$ cat config.mk
export PLATFORM = sky130hd
export DESIGN_NAME = vga_timing_gen
export DESIGN_NICKNAME = d
export VERILOG_FILES = /design/src/rtl/vga_timing_gen.sv
export SDC_FILE = /design/constraint.sdc
export NUM_CORES = 1
export LEC_CHECK = 0
export BUFFER_PORTS_ARGS = -buffer_cell sky130_fd_sc_hd__buf_2
export CORE_MARGIN = 4
export CORE_UTILIZATION = 45
export CTS_CLUSTER_SIZE = 10
export DETAILED_ROUTE_END_ITERATION = 10
export PLACE_DENSITY = 0.69
export SLEW_MARGIN = 25
export SYNTH_ARGS = -nofsm -noshare
export SYNTH_HDL_FRONTEND = slang
export SYNTH_SLANG_ARGS = --single-unit
$ cat constraint.sdc
create_clock -name CLK -period 2.95 [get_ports CLK]
set_input_delay 0.1475 -clock CLK [delete_from_list [all_inputs] [get_ports CLK]]
set_output_delay 0.1475 -clock CLK [all_outputs]
set_load 0.02 [all_outputs]
$ cat src/rtl/vga_timing_gen.sv
// VGA timing generator: line/frame counters, sync decode and registered pixel output stage.
// Optional VGA_OUTPUT_DELAY_EN adds a second output register stage (2-cycle latency vs X/Y).
module vga_timing_gen #(
    parameter int H_ACTIVE   = 640,
    parameter int H_FRONT    = 16,
    parameter int H_SYNC     = 96,
    parameter int H_BACK     = 48,
    parameter int V_ACTIVE   = 480,
    parameter int V_FRONT    = 10,
    parameter int V_SYNC     = 2,
    parameter int V_BACK     = 33,
    parameter bit SYNC_LEVEL = 1'b0
) (
    input  logic       CLK,
    input  logic       RESET,
    input  logic [7:0] PIXEL_COLOR,
    output logic [9:0] CURR_X_PIXEL,
    output logic [9:0] CURR_Y_PIXEL,
    output logic       FRAME_END,
    output logic       HSYNC,
    output logic       VSYNC,
    output logic       BLANK_OUT,
    output logic [7:0] RGB_OUT
);

    localparam logic [9:0] H_ACT_LAST = 10'(H_ACTIVE - 1);
    localparam logic [9:0] H_FP_LAST  = 10'(H_ACTIVE + H_FRONT - 1);
    localparam logic [9:0] H_SY_LAST  = 10'(H_ACTIVE + H_FRONT + H_SYNC - 1);
    localparam logic [9:0] H_BP_LAST  = 10'(H_ACTIVE + H_FRONT + H_SYNC + H_BACK - 1);
    localparam logic [9:0] V_ACT_LAST = 10'(V_ACTIVE - 1);
    localparam logic [9:0] V_FP_LAST  = 10'(V_ACTIVE + V_FRONT - 1);
    localparam logic [9:0] V_SY_LAST  = 10'(V_ACTIVE + V_FRONT + V_SYNC - 1);
    localparam logic [9:0] V_BP_LAST  = 10'(V_ACTIVE + V_FRONT + V_SYNC + V_BACK - 1);
    localparam logic [9:0] FRAME_END_Y = 10'(V_ACTIVE);

    typedef enum logic [1:0] {H_ACT, H_FP, H_SY, H_BP} hState_t;
    typedef enum logic [1:0] {V_ACT, V_FP, V_SY, V_BP} vState_t;

    hState_t    hState, hStateNext;
    vState_t    vState, vStateNext;
    logic [9:0] xCount, xNext;
    logic [9:0] yCount, yNext;
    logic       lineWrap;
    logic       active;

    always_ff @(posedge CLK) begin
        if (RESET) begin
            hState <= H_ACT;
            vState <= V_ACT;
            xCount <= '0;
            yCount <= '0;
        end else begin
            hState <= hStateNext;
            vState <= vStateNext;
            xCount <= xNext;
            yCount <= yNext;
        end
    end

    always_comb begin
        hStateNext = hState;
        vStateNext = vState;
        xNext      = xCount + 10'd1;
        yNext      = yCount;
        lineWrap   = 1'b0;
        case (hState)
            H_ACT:   if (xCount == H_ACT_LAST) hStateNext = H_FP;
            H_FP:    if (xCount == H_FP_LAST)  hStateNext = H_SY;
            H_SY:    if (xCount == H_SY_LAST)  hStateNext = H_BP;
            H_BP:    if (xCount == H_BP_LAST) begin
                         hStateNext = H_ACT;
                         xNext      = '0;
                         lineWrap   = 1'b1;
                     end
            default: hStateNext = H_ACT;
        endcase
        // Vertical machine only moves on the end-of-line wrap.
        if (lineWrap) begin
            yNext = yCount + 10'd1;
            case (vState)
                V_ACT:   if (yCount == V_ACT_LAST) vStateNext = V_FP;
                V_FP:    if (yCount == V_FP_LAST)  vStateNext = V_SY;
                V_SY:    if (yCount == V_SY_LAST)  vStateNext = V_BP;
                V_BP:    if (yCount == V_BP_LAST) begin
                             vStateNext = V_ACT;
                             yNext      = '0;
                         end
                default: vStateNext = V_ACT;
            endcase
        end
    end

    assign active       = (hState == H_ACT) && (vState == V_ACT);
    assign CURR_X_PIXEL = xCount;
    assign CURR_Y_PIXEL = yCount;
    assign FRAME_END    = !RESET && (xCount == 10'd0) && (yCount == FRAME_END_Y);

    logic       hsyncR, vsyncR, blankR;
    logic [7:0] rgbR;

    always_ff @(posedge CLK) begin
        if (RESET) begin
            hsyncR <= ~SYNC_LEVEL;
            vsyncR <= ~SYNC_LEVEL;
            blankR <= 1'b1;
            rgbR   <= '0;
        end else begin
            hsyncR <= (hState == H_SY) ? SYNC_LEVEL : ~SYNC_LEVEL;
            vsyncR <= (vState == V_SY) ? SYNC_LEVEL : ~SYNC_LEVEL;
            blankR <= ~active;
            rgbR   <= active ? PIXEL_COLOR : 8'd0;
        end
    end

`ifdef VGA_OUTPUT_DELAY_EN
    logic       hsyncD, vsyncD, blankD;
    logic [7:0] rgbD;

    always_ff @(posedge CLK) begin
        if (RESET) begin
            hsyncD <= ~SYNC_LEVEL;
            vsyncD <= ~SYNC_LEVEL;
            blankD <= 1'b1;
            rgbD   <= '0;
        end else begin
            hsyncD <= hsyncR;
            vsyncD <= vsyncR;
            blankD <= blankR;
            rgbD   <= rgbR;
        end
    end

    assign HSYNC     = hsyncD;
    assign VSYNC     = vsyncD;
    assign BLANK_OUT = blankD;
    assign RGB_OUT   = rgbD;
`else
    assign HSYNC     = hsyncR;
    assign VSYNC     = vsyncR;
    assign BLANK_OUT = blankR;
    assign RGB_OUT   = rgbR;
`endif

endmodule

-- Word level (Yosys, flattened, before mapping)
Index checks and enable logic that the tools add are counted.
- bits in registers: 35
- input bits: 10
- output and inout bits: 32
- word-level logic and storage cells: 62
- add/subtract/negate cells: 2
- equality and inequality tests: 23
- multiplexer cells: 18
- bitwise logic cells: 1
- reductions and logical operators: 10
- operators by type and width (cell ; number):
    $eq A10 B10 Y1 const B ; 5
    $eq A10 B9 Y1 const B ; 4
    $mux W10 ; 4
    $add A10 B1 Y10 const B ; 2
    $mux W2 ; 8
    $ne A2 B2 Y1 const B ; 8
    $pmux W2 S4 ; 2
    $logic_not A10 Y1 ; 1
    $eq A2 B2 Y1 const B ; 4
    $reduce_and A5 Y1 ; 1
    $eq A2 B1 Y1 const B ; 2
    $logic_not A2 Y1 ; 2
    $mux W1 ; 4
    $reduce_and A4 Y1 ; 1
    $logic_and A1 B1 Y1 ; 3
    $reduce_or A2 Y1 ; 1
    $logic_not A1 Y1 ; 1
    $not A1 Y1 ; 1

-- Longest topological paths before layout
Gate-level depths: netlist (run 1).
- depth after elaboration: 4
- gate-level depth with buffers: 7
- gate-level depth less buffers: 7

-- Worst setup path before layout (run 1)
No wires, ideal clock.
- path type: register to register
- from: register xCount[0] (netlist: CURR_X_PIXEL[0])
- to: register yCount[4] (netlist: CURR_Y_PIXEL[4])
- setup time: 0.116 ns
- arrival: 1.901 ns
- data required time: 2.834 ns
- slack: 0.933 ns
- stages on the path, launching flop included: 6
- buffers on the path: 0
- period minus slack after synthesis: 2.017 ns
- path through: dfxtp_1 ha_1 nand4_2 or3_4 or3_1 a31o_2
- word-level cells in the longest chain between the ends: 3
- ends and longest elaborated chain (item ; line ; RTL):
    start: declaration ; 41 ; logic [9:0] xCount, xNext;
    start signal: assignment ; 55 ; xCount <= xNext;
    $eq A10 B10 Y1 ; 70 ; H_BP: if (xCount == H_BP_LAST) begin
    $mux W1 ; 70 ;
    $mux W1 ; 66 ; case (hState)
    end signal: assignment ; 56 ; yCount <= yNext;
    end: declaration ; 42 ; logic [9:0] yCount, yNext;
Every way passes these cells.
A chain may end at the register's enable or synchronous reset.

-- Worst setup path after layout (run 1)
- from: register yCount[5] (netlist: CURR_Y_PIXEL[5])
- to: output FRAME_END
- word-level cells in the longest chain between the ends: 2
- ends and longest elaborated chain (item ; line ; RTL):
    $eq A10 B9 Y1 ; 96 ; assign FRAME_END = !RESET && (xCount == 10'd0) && (yCount == FRAME_END_Y);
    $logic_and A1 B1 Y1 ; 96 ;
    end: declaration ; 19 ; output logic FRAME_END,
Every way passes these cells.

==> metrics, run 1 <==
EDFF count, synth=0; Final Cycle Share=71.13%; post-synthesis register bit count=35; Worst-Margin Slew=0.5764 ns; layout overhead on the synthesized area=19.49%; design area=2178 sq um; htree depth=2; highest net fanout along the worst path=7; initial antenna violation count=0; Antenna Nets Post-Route=0; Synth Flop Type=dfxtp_1; VDD IR max=0.2913 mV; f_max=0.4766 GHz; Max Used Layer=met4; CTS sink count=35; CTS Hold Bufs=0; die area=5134 sq um; Async SR Flop Fraction=0%; status=finished clean; Final GP Congestion=0.8212; diode count=0; pwr dens=484.2 nW/um^2; total power=1055 uW; first-pass GRT wire length=6285 microns; Clock Latency Late Sink=0.28 ns; CTS Buf Count=5; Port Buffers=41; largest net degree at the start of global routing=13; Layout Skew=0.008693 ns; Net Count, Synth=228; WL/cell=12.74 microns; layout cells sized above 1=24.80%; I/O pins=42; RSZ-0062 raised after global routing=false; Cell Area, Synth=1823 sq um; WHS=0.06022 ns; final WL=3747 microns; 1st-pass router iterations=4; Placed Area=2061 sq um; vias in the first global route=1383; yosys warns=0; core area=3799 sq um; R2R depth=6; Clock Root Buffer=clkbuf_8; Metal-1 WL=1855 microns; via count=1520; hpwl dp=2720 microns; final core occ=57.35%; CTS tree=yes; met2 WL=1600 microns; Rows=22; final setup vio count=0; worst r2r src=CURR_Y_PIXEL[0]; syn_area_per_cell=9.025 sq um; vias per inst=5.170; Pleak=0.0009186 uW; max-slew violation count=0; clk slew on worst S/H paths=0.07 ns; total congestion overflow=0; hold wc startpoint=PIXEL_COLOR[1]; clock buffer depth=2; maxcap violations=0; Setup TNS=0 ns; Worst EP arrival=1.95 ns; Worst Hold Depth=2; Setup Fix Bufs, Post-CTS=0; worst flop-to-flop path endpoint=CURR_Y_PIXEL[5]; Die Y=71.65 microns; slew margin rel.=61.44%; worst hold-check path type=in2reg; GRT Total Usage=14.89%; Crit. End Element=output port; Final Hold Fails=0; DR WL met3=277 microns; post-layout min period=2.098 ns; nature of the critical path startpoint=register; CP Class=reg2out; die width=71.65 microns; Final #Nets=271; Crit path required time=2.80 ns; Min-Delay Endpoint=RGB_OUT[1]; synth unique cells=42; DRT iter0 DRCs=103; post-cts resize count=0; # DRC=0; r2r setup slk=0.87 ns; post-synthesis sequential area ratio=38.44%; Post-Synthesis Cells=202; Starting Density=47.99%
-- worst max-delay path by stage --
stage               slack [ns]  cells after the start            start               to
floorplan                 0.93                      5  CURR_X_PIXEL[0]  CURR_Y_PIXEL[4]
global placement          0.93                      5  CURR_X_PIXEL[0]  CURR_Y_PIXEL[6]
detailed placement        0.90                      6  CURR_Y_PIXEL[0]  CURR_Y_PIXEL[5]
CTS                       0.84                      5  CURR_Y_PIXEL[5]        FRAME_END
global route              0.64                      6  CURR_Y_PIXEL[1]  CURR_Y_PIXEL[5]
finish                    0.85                      5  CURR_Y_PIXEL[5]        FRAME_END
-- area by class of cell --
cell class / count / area (sq um)
Clock buffer: 6 / 82.58
Fill cell: 353 / 1620
Tap cell: 48 / 60.06
Multi-Input combinational cell: 146 / 1035
Clock inverter: 2 / 35.03
Inverter: 16 / 60.06
Timing Repair Buffer: 41 / 205.2
Sequential cell: 35 / 700.7
-- through the flow --
stage | instances | setup slack [ns]
after global routing | 294 | 0.6437
after CTS | 294 | 0.8363
after global placement | 286 | 0.9265
final | 294 | 0.8516
after floorplan | 202 | 0.9326
after detailed placement | 286 | 0.8972
-- cells in the final DEF, fill, tap and decap left out, types with 3 or more instances in the layout --
master    instances
nor2_1           26
mux2i_1           3
nand4_1           3
nand2_1          14
nor3_1            4
or3_1             3
and2_1            8
a211oi_1          3
and3_1            3
nand3_1          11
buf_2            41
dfxtp_1          35
clkbuf_8          6
o31ai_2           5
inv_1            16
xnor2_1           6
ha_1             16
o21ai_0          11
-- critical path, cell delays in order, from the launching register on --
cell,delay [ns]
dfxtp_1,0.45
or3b_2,0.48
nor2_1,0.17
nand4_1,0.12
nor4_1,0.24
buf_2,0.21
-- logic make-up (layout without fill, tap and decap cells) --
logic type	after synthesis	in the layout	synth area share, %
xor+xnor	8	8	3.844
buf+inv	21	65	4.804
fa+ha+maj	16	16	10.98
flops	35	35	38.44
mux	3	3	1.647
simple gates	89	89	26.42
compound gates	30	30	13.86
-- per-layer routing --
layer  vias up  GRT usage, %
li1        783             -
met1       687         20.43
met2        48         22.35
met3         2         5.330
met4         0         3.340
met5         -             0
-- cell usage after synthesis (all sizes together) (2+ instances only) --
master / number / area, sq um
a211oi: 4 / 35.03
a31oi: 2 / 12.51
and2: 8 / 50.05
and3: 3 / 18.77
buf: 2 / 16.26
clkbuf: 3 / 11.26
dfxtp: 35 / 700.7
ha: 16 / 200.2
inv: 16 / 60.06
mux2i: 3 / 30.03
nand2: 14 / 52.55
nand2b: 2 / 12.51
nand3: 11 / 55.05
nand4: 4 / 31.28
nand4bb: 2 / 22.52
nor2: 26 / 97.59
nor3: 4 / 20.02
nor4: 2 / 12.51
o21ai: 11 / 55.05
o31ai: 7 / 77.57
o41ai: 3 / 52.56
or3: 4 / 30.03
or4bb: 2 / 22.52
xnor2: 6 / 52.55
xor2: 2 / 17.52
-- sequential cells by signal, summed over array words and instances (netlist names) --
| signal | flops |
|---|---|
| hState | 2 |
| BLANK_OUT | 1 |
| RGB_OUT | 8 |
| CURR_X_PIXEL | 10 |
| VSYNC | 1 |
| CURR_Y_PIXEL | 10 |
| HSYNC | 1 |
| vState | 2 |
-- where the power goes --
group          leakage (uW)  switching, uW  internal [uW]
logic              0.000572           65.0           42.4
registers          0.000285           11.5            493
clock network     0.0000612            169            273
total              0.000919            246            809
Note: power is estimated with default switching activity, not from simulation.
==> inputs of run 2 (changes only) <==
- PLACE_DENSITY: 0.69 -> 0.71
- clock period: 2.95 -> 1.9 ns (I/O delays scaled with it)
==> run 2 against run 1 <==
  * Clock skew shrank 0.0027 ns
  * Non-clock buffer count up 29
  * Highest routed layer unchanged
  * Sequential share of layout area shrank 3.6 points
  * Via count increased by 7.4%
  * Hold slack got worse by 0.056 ns
  * Sequential power grew 55%
==> metrics, run 2 (synthesis gave the netlist of run 1 again) <==
vias per inst=5.056 (was 5.170); Port Buffers=41 (unchanged); design area=2486 sq um (was 2178 sq um); Rows=22 (unchanged); final WL=4244 microns (was 3747 microns); worst hold-check path type=in2reg (unchanged); die area=5134 sq um (unchanged); Worst EP arrival=2.04 ns (was 1.95 ns); initial antenna violation count=0 (unchanged); CTS Buf Count=5 (unchanged); total power=1676 uW (was 1055 uW); Worst-Margin Slew=0.5143 ns (was 0.5764 ns); max-slew violation count=0 (unchanged); I/O pins=42 (unchanged); Comb power frac=13.9% (was 10.2%); VDD IR max=0.5587 mV (was 0.2913 mV); GRT Total Usage=16.18% (was 14.89%); die width=71.65 microns (unchanged); Clock Latency Late Sink=0.29 ns (was 0.28 ns); Die Y=71.65 microns (unchanged); DRT iter0 DRCs=80 (was 103); highest net fanout along the worst path=8 (was 7); Starting Density=47.99% (unchanged); layout overhead on the synthesized area=36.38% (was 19.49%); first-pass GRT wire length=6706 microns (was 6285 microns); htree depth=2 (unchanged); NetSw=410.7 uW (was 245.9 uW); Crit path largest cell delay=0.45 ns (was 0.48 ns); Antenna Nets Post-Route=0 (unchanged); Final #Nets=300 (was 271); Final Hold Fails=0 (unchanged); Layout Skew=0.005975 ns (was 0.008693 ns); clk slew on worst S/H paths=0.07 ns (about the same); clock buffer depth=2 (unchanged); RSZ-0062 raised after global routing=true (was false); core area=3799 sq um (unchanged); Switching Share=24.50% (was 23.32%); met3 Use GR=3.927% (was 5.330%); slew margin rel.=65.59% (was 61.44%); total congestion overflow=0 (unchanged); Final Non-Filler Cells=323 (was 294); Final Cycle Share=98.57%; Reg power frac=46.7% (was 47.8%); layout cells sized above 1=38.55% (was 24.80%); global-route track usage on met1=19.80% (was 20.43%); via count=1633 (was 1520); CTS sink count=35 (unchanged); met2 Use GR=27.14% (was 22.35%); gr busiest metal=met2 (unchanged); 1st-pass router iterations=4 (unchanged); commonest non-fill, non-tap cell in the layout=buf_2 (unchanged); dpl cells=308 (was 286); Crit path required time=2.07 ns (was 2.80 ns); CTS tree=yes (unchanged); nature of the critical path startpoint=register (unchanged); post-layout min period=1.873 ns; Final GP Congestion=0.8916 (was 0.8212); commonest non-fill, non-tap cells in the layout=buf_2, dfxtp_1, nor2_1 (unchanged); Clock Root Buffer=clkbuf_8 (unchanged); final setup vio count=0 (unchanged); Pleak=0.001060 uW (was 0.0009186 uW); vias in the first global route=1553 (was 1383); Crit. End Element=register (was output port); Placed Area=2235 sq um (was 2061 sq um); pwr dens=674.1 nW/um^2 (was 484.2 nW/um^2); WL/cell=13.14 microns (was 12.74 microns); maxcap violations=0 (unchanged); f_max=0.5339 GHz; diode count=0 (unchanged); status=finished clean (unchanged); clock power share=39.4% (was 42.0%); hpwl dp=3066 microns (was 2720 microns); worst path cell trace=or3_1, o41ai_4, buf_6, nor2_1, o21ai_0, o41ai_2 (was or3b_2, nor2_1, nand4_1, nor4_1, buf_2); # DRC=0 (unchanged); largest net degree at the start of global routing=13 (unchanged); filler instances=314 (was 353); CP Class=reg2reg (was reg2out); internal power=1265 uW (was 808.8 uW); Crit-path slowest cell=or3_1 (was or3b_2)
## run 2: cell type report
class | instances | area [sq um] | area share, %
Tap cell | 48 | 60.06 | 2.416
Inverter | 16 | 62.56 | 2.516
Multi-Input combinational cell | 146 | 1099 | 44.19
Timing Repair Buffer | 70 | 441.7 | 17.77
Sequential cell | 35 | 710.7 | 28.59
Clock inverter | 3 | 43.79 | 1.761
Clock buffer | 5 | 68.82 | 2.768
## run 2: worst max-delay path: cells and delay by family, from the launching register on
kind | cells | cell delay [ns]
simple gates | 2 | 0.51
flops | 1 | 0.36
buf+inv | 1 | 0.19
compound gates | 3 | 0.69
## run 2: worst paths after layout
| check | startpoint | end | slack [ns] | cells after the start |
|---|---|---|---|---|
| worst max-delay path | CURR_Y_PIXEL[4] | CURR_Y_PIXEL[6] | 0.03 | 6 |
| worst min-delay path | PIXEL_COLOR[2] | RGB_OUT[2] | 0.004 | 2 |
| worst max register to register | CURR_Y_PIXEL[4] | CURR_Y_PIXEL[6] | 0.03 | 6 |
| worst min register to register | vState[1] | vState[1] | 0.50 | 2 |
## run 2: power by group through the flow
stage	clock, uW	combinational [uW]	sequential (uW)
floorplan	0	81.6	835
global placement	0	200	794
detailed placement	0	204	796
CTS	677	223	780
global route	710	260	787
finish	660	233	783
## run 2: what timing repair did
| action | CTS | global route |
|---|---|---|
| pin swaps | 0 | 10 |
| gates resized for setup | 8 | 18 |
| hold buffers | 5 | 0 |
| endpoints found under the setup margin | 3 | 14 |
| endpoints found under the hold margin | 5 | 0 |
| buffers inserted | 0 | 2 |
## run 2: metrics by stage
stage / utilization, % / hold WS, ns / TNS (ns) / setup WS, ns
after floorplan: - / 0.1674 / 0 / 0.007098
after global placement: 58.83 / 0.2936 / 0 / 0.04779
after detailed placement: 58.83 / 0.2961 / -0.05209 / -0.03815
after CTS: 63.83 / 0.001796 / -0.01138 / -0.01138
after global routing: 65.45 / 0.004526 / -0.1286 / -0.03695
final: 65.45 / 0.003921 / 0 / 0.02709
## run 2: metal layers
layer  vias up  wire length [microns]  share of wire [%]
met1       751                   1965                 46
met3         9                    169                4.0
met4         0                     91                2.1
met5         -                      0                  0
met2        29                   2017                 48
li1        844                      -                  -
==> inputs of run 3 (changes only) <==
- BUFFER_PORTS_ARGS: -buffer_cell sky130_fd_sc_hd__buf_2 -> not set
- DONT_BUFFER_PORTS: not set -> 1
- PLACE_DENSITY: 0.71 -> not set
==> run 3 against run 2 <==
  * Fmax increased by 0.93%
  * Via count decreased by 2.7%
  * Clock power increased by 6.2%
  * Hold slack improved by 0.12 ns
  * Sequential share of layout area increased by 1.2 points
  * Setup slack improved by 0.017 ns
  * Sequential power increased by 3.3%
  * Largest cell class unchanged
==> metrics, run 3 (synthesis gave the netlist of run 1 again) <==
GRT Total Usage=17.71% (was 16.18%); clock buffer depth=2 (unchanged); largest net degree at the start of global routing=12 (was 13); total power=1689 uW (was 1676 uW); RSZ-0062 raised after global routing=true (unchanged); layout cells sized above 1=31.43% (was 38.55%); 1st-pass router iterations=4 (unchanged); CTS sink count=35 (unchanged); VDD IR max=0.4190 mV (was 0.5587 mV); final WL=4449 microns (was 4244 microns); Port Buffers=0 (was 41); commonest non-fill, non-tap cell in the layout=buf_4 (was buf_2); core area=3799 sq um (unchanged); Final GP Congestion=0.7851 (was 0.8916); Layout Skew=0.007548 ns (was 0.005975 ns); CTS tree=yes (unchanged); highest net fanout along the worst path=6 (was 8); Worst-Margin Slew=0.5492 ns (was 0.5143 ns); commonest non-fill, non-tap cells in the layout=buf_4, dfxtp_1, nor2_1 (was buf_2, dfxtp_1, nor2_1); Final Cycle Share=97.67% (was 98.57%); Pleak=0.0009267 uW (was 0.001060 uW); Rows=22 (unchanged); die width=71.65 microns (unchanged); Crit path required time=2.12 ns (was 2.07 ns); slew margin rel.=63.25% (was 65.59%); layout overhead on the synthesized area=32.12% (was 36.38%); Final #Nets=270 (was 300); # DRC=0 (unchanged); CP Class=reg2reg (unchanged); clk slew on worst S/H paths=0.07 ns (about the same); Final Hold Fails=0 (unchanged); Antenna Nets Post-Route=0 (unchanged); maxcap violations=0 (unchanged); post-layout min period=1.856 ns (was 1.873 ns); DRT iter0 DRCs=99 (was 80); Setup TNS=0 ns (unchanged); vias per inst=5.423 (was 5.056); WHS=0.1191 ns (was 0.003921 ns); vias in the first global route=1589 (was 1553); first-pass GRT wire length=7189 microns (was 6706 microns); f_max=0.5389 GHz (was 0.5339 GHz); final core occ=63.41% (was 65.45%); CTS Buf Count=5 (unchanged); hpwl dp=3205 microns (was 3066 microns); die area=5134 sq um (unchanged); I/O pins=42 (unchanged); Worst EP arrival=2.08 ns (was 2.04 ns); total congestion overflow=0 (unchanged); final setup vio count=0 (unchanged); htree depth=2 (unchanged); WL/cell=15.18 microns (was 13.14 microns); Die Y=71.65 microns (unchanged); Clock Root Buffer=clkbuf_8 (unchanged); nature of the critical path startpoint=register (unchanged); diode count=0 (unchanged); dpl cells=273 (was 308); worst hold-check path type=in2reg (unchanged); Clock Latency Late Sink=0.30 ns (was 0.29 ns); via count=1589 (was 1633); max-slew violation count=0 (unchanged); Crit. End Element=register (unchanged); status=finished clean (unchanged); Final Non-Filler Cells=293 (was 323); initial antenna violation count=0 (unchanged); filler instances=327 (was 314); pwr dens=701.4 nW/um^2 (was 674.1 nW/um^2); Starting Density=47.99% (unchanged)
==> run 3: path summary, 6_finish.rpt <==
kind	startpoint	to	slack (ns)	cells after the start
max reg2reg	CURR_Y_PIXEL[4]	vState[0]	0.04	5
max	CURR_Y_PIXEL[4]	vState[0]	0.04	5
min	RESET	HSYNC	0.12	3
min reg2reg	CURR_Y_PIXEL[2]	CURR_Y_PIXEL[2]	0.50	1
==> run 3: timing repair <==
action / CTS / global route
hold buffers: 9 / 0
setup endpoints to repair: 5 / 13
resized for setup: 9 / 23
hold endpoints to repair: 10 / 0
pin swaps: 6 / 11
setup buffers: 1 / 2
==> run 3: area by class of cell <==
| type | instances | area [sq um] | area share, % |
|---|---|---|---|
| Multi-Input combinational cell | 146 | 1126 | 46.75 |
| Sequential cell | 35 | 718.2 | 29.82 |
| Timing Repair Buffer | 40 | 326.6 | 13.56 |
| Clock buffer | 6 | 82.58 | 3.429 |
| Inverter | 16 | 60.06 | 2.494 |
| Tap cell | 48 | 60.06 | 2.494 |
| Clock inverter | 2 | 35.03 | 1.455 |
==> run 3: power by group <==
part	internal (uW)	switching [uW]
Clock	424	277
Combinational	87.8	91.8
Sequential	765	43.4
==> run 3: metal layers <==
metal / up-vias / global-route usage, % / wire, microns
li1: 780 / - / -
met1: 773 / 19.10 / 1804
met2: 30 / 32.35 / 2363
met3: 6 / 5.610 / 221
met4: 0 / 6.054 / 59
met5: - / 0 / 0
==> run 3: stage by stage <==
stage,setup slack [ns],instance area (sq um)
2_1_floorplan,0.007098,1832
3_3_place_gp,0.03872,2074
3_5_place_dp,-0.06851,2074
4_1_cts,0.01203,2321
5_1_grt,-0.02883,2409
6_report,0.04425,2409
==> run 3: worst max-delay path: stages, from the launching register on <==
cell      delay, ns
dfxtp_4        0.36
or3b_4         0.42
o41ai_4        0.36
nand3_1        0.13
a211oi_2       0.27
mux2i_1        0.23
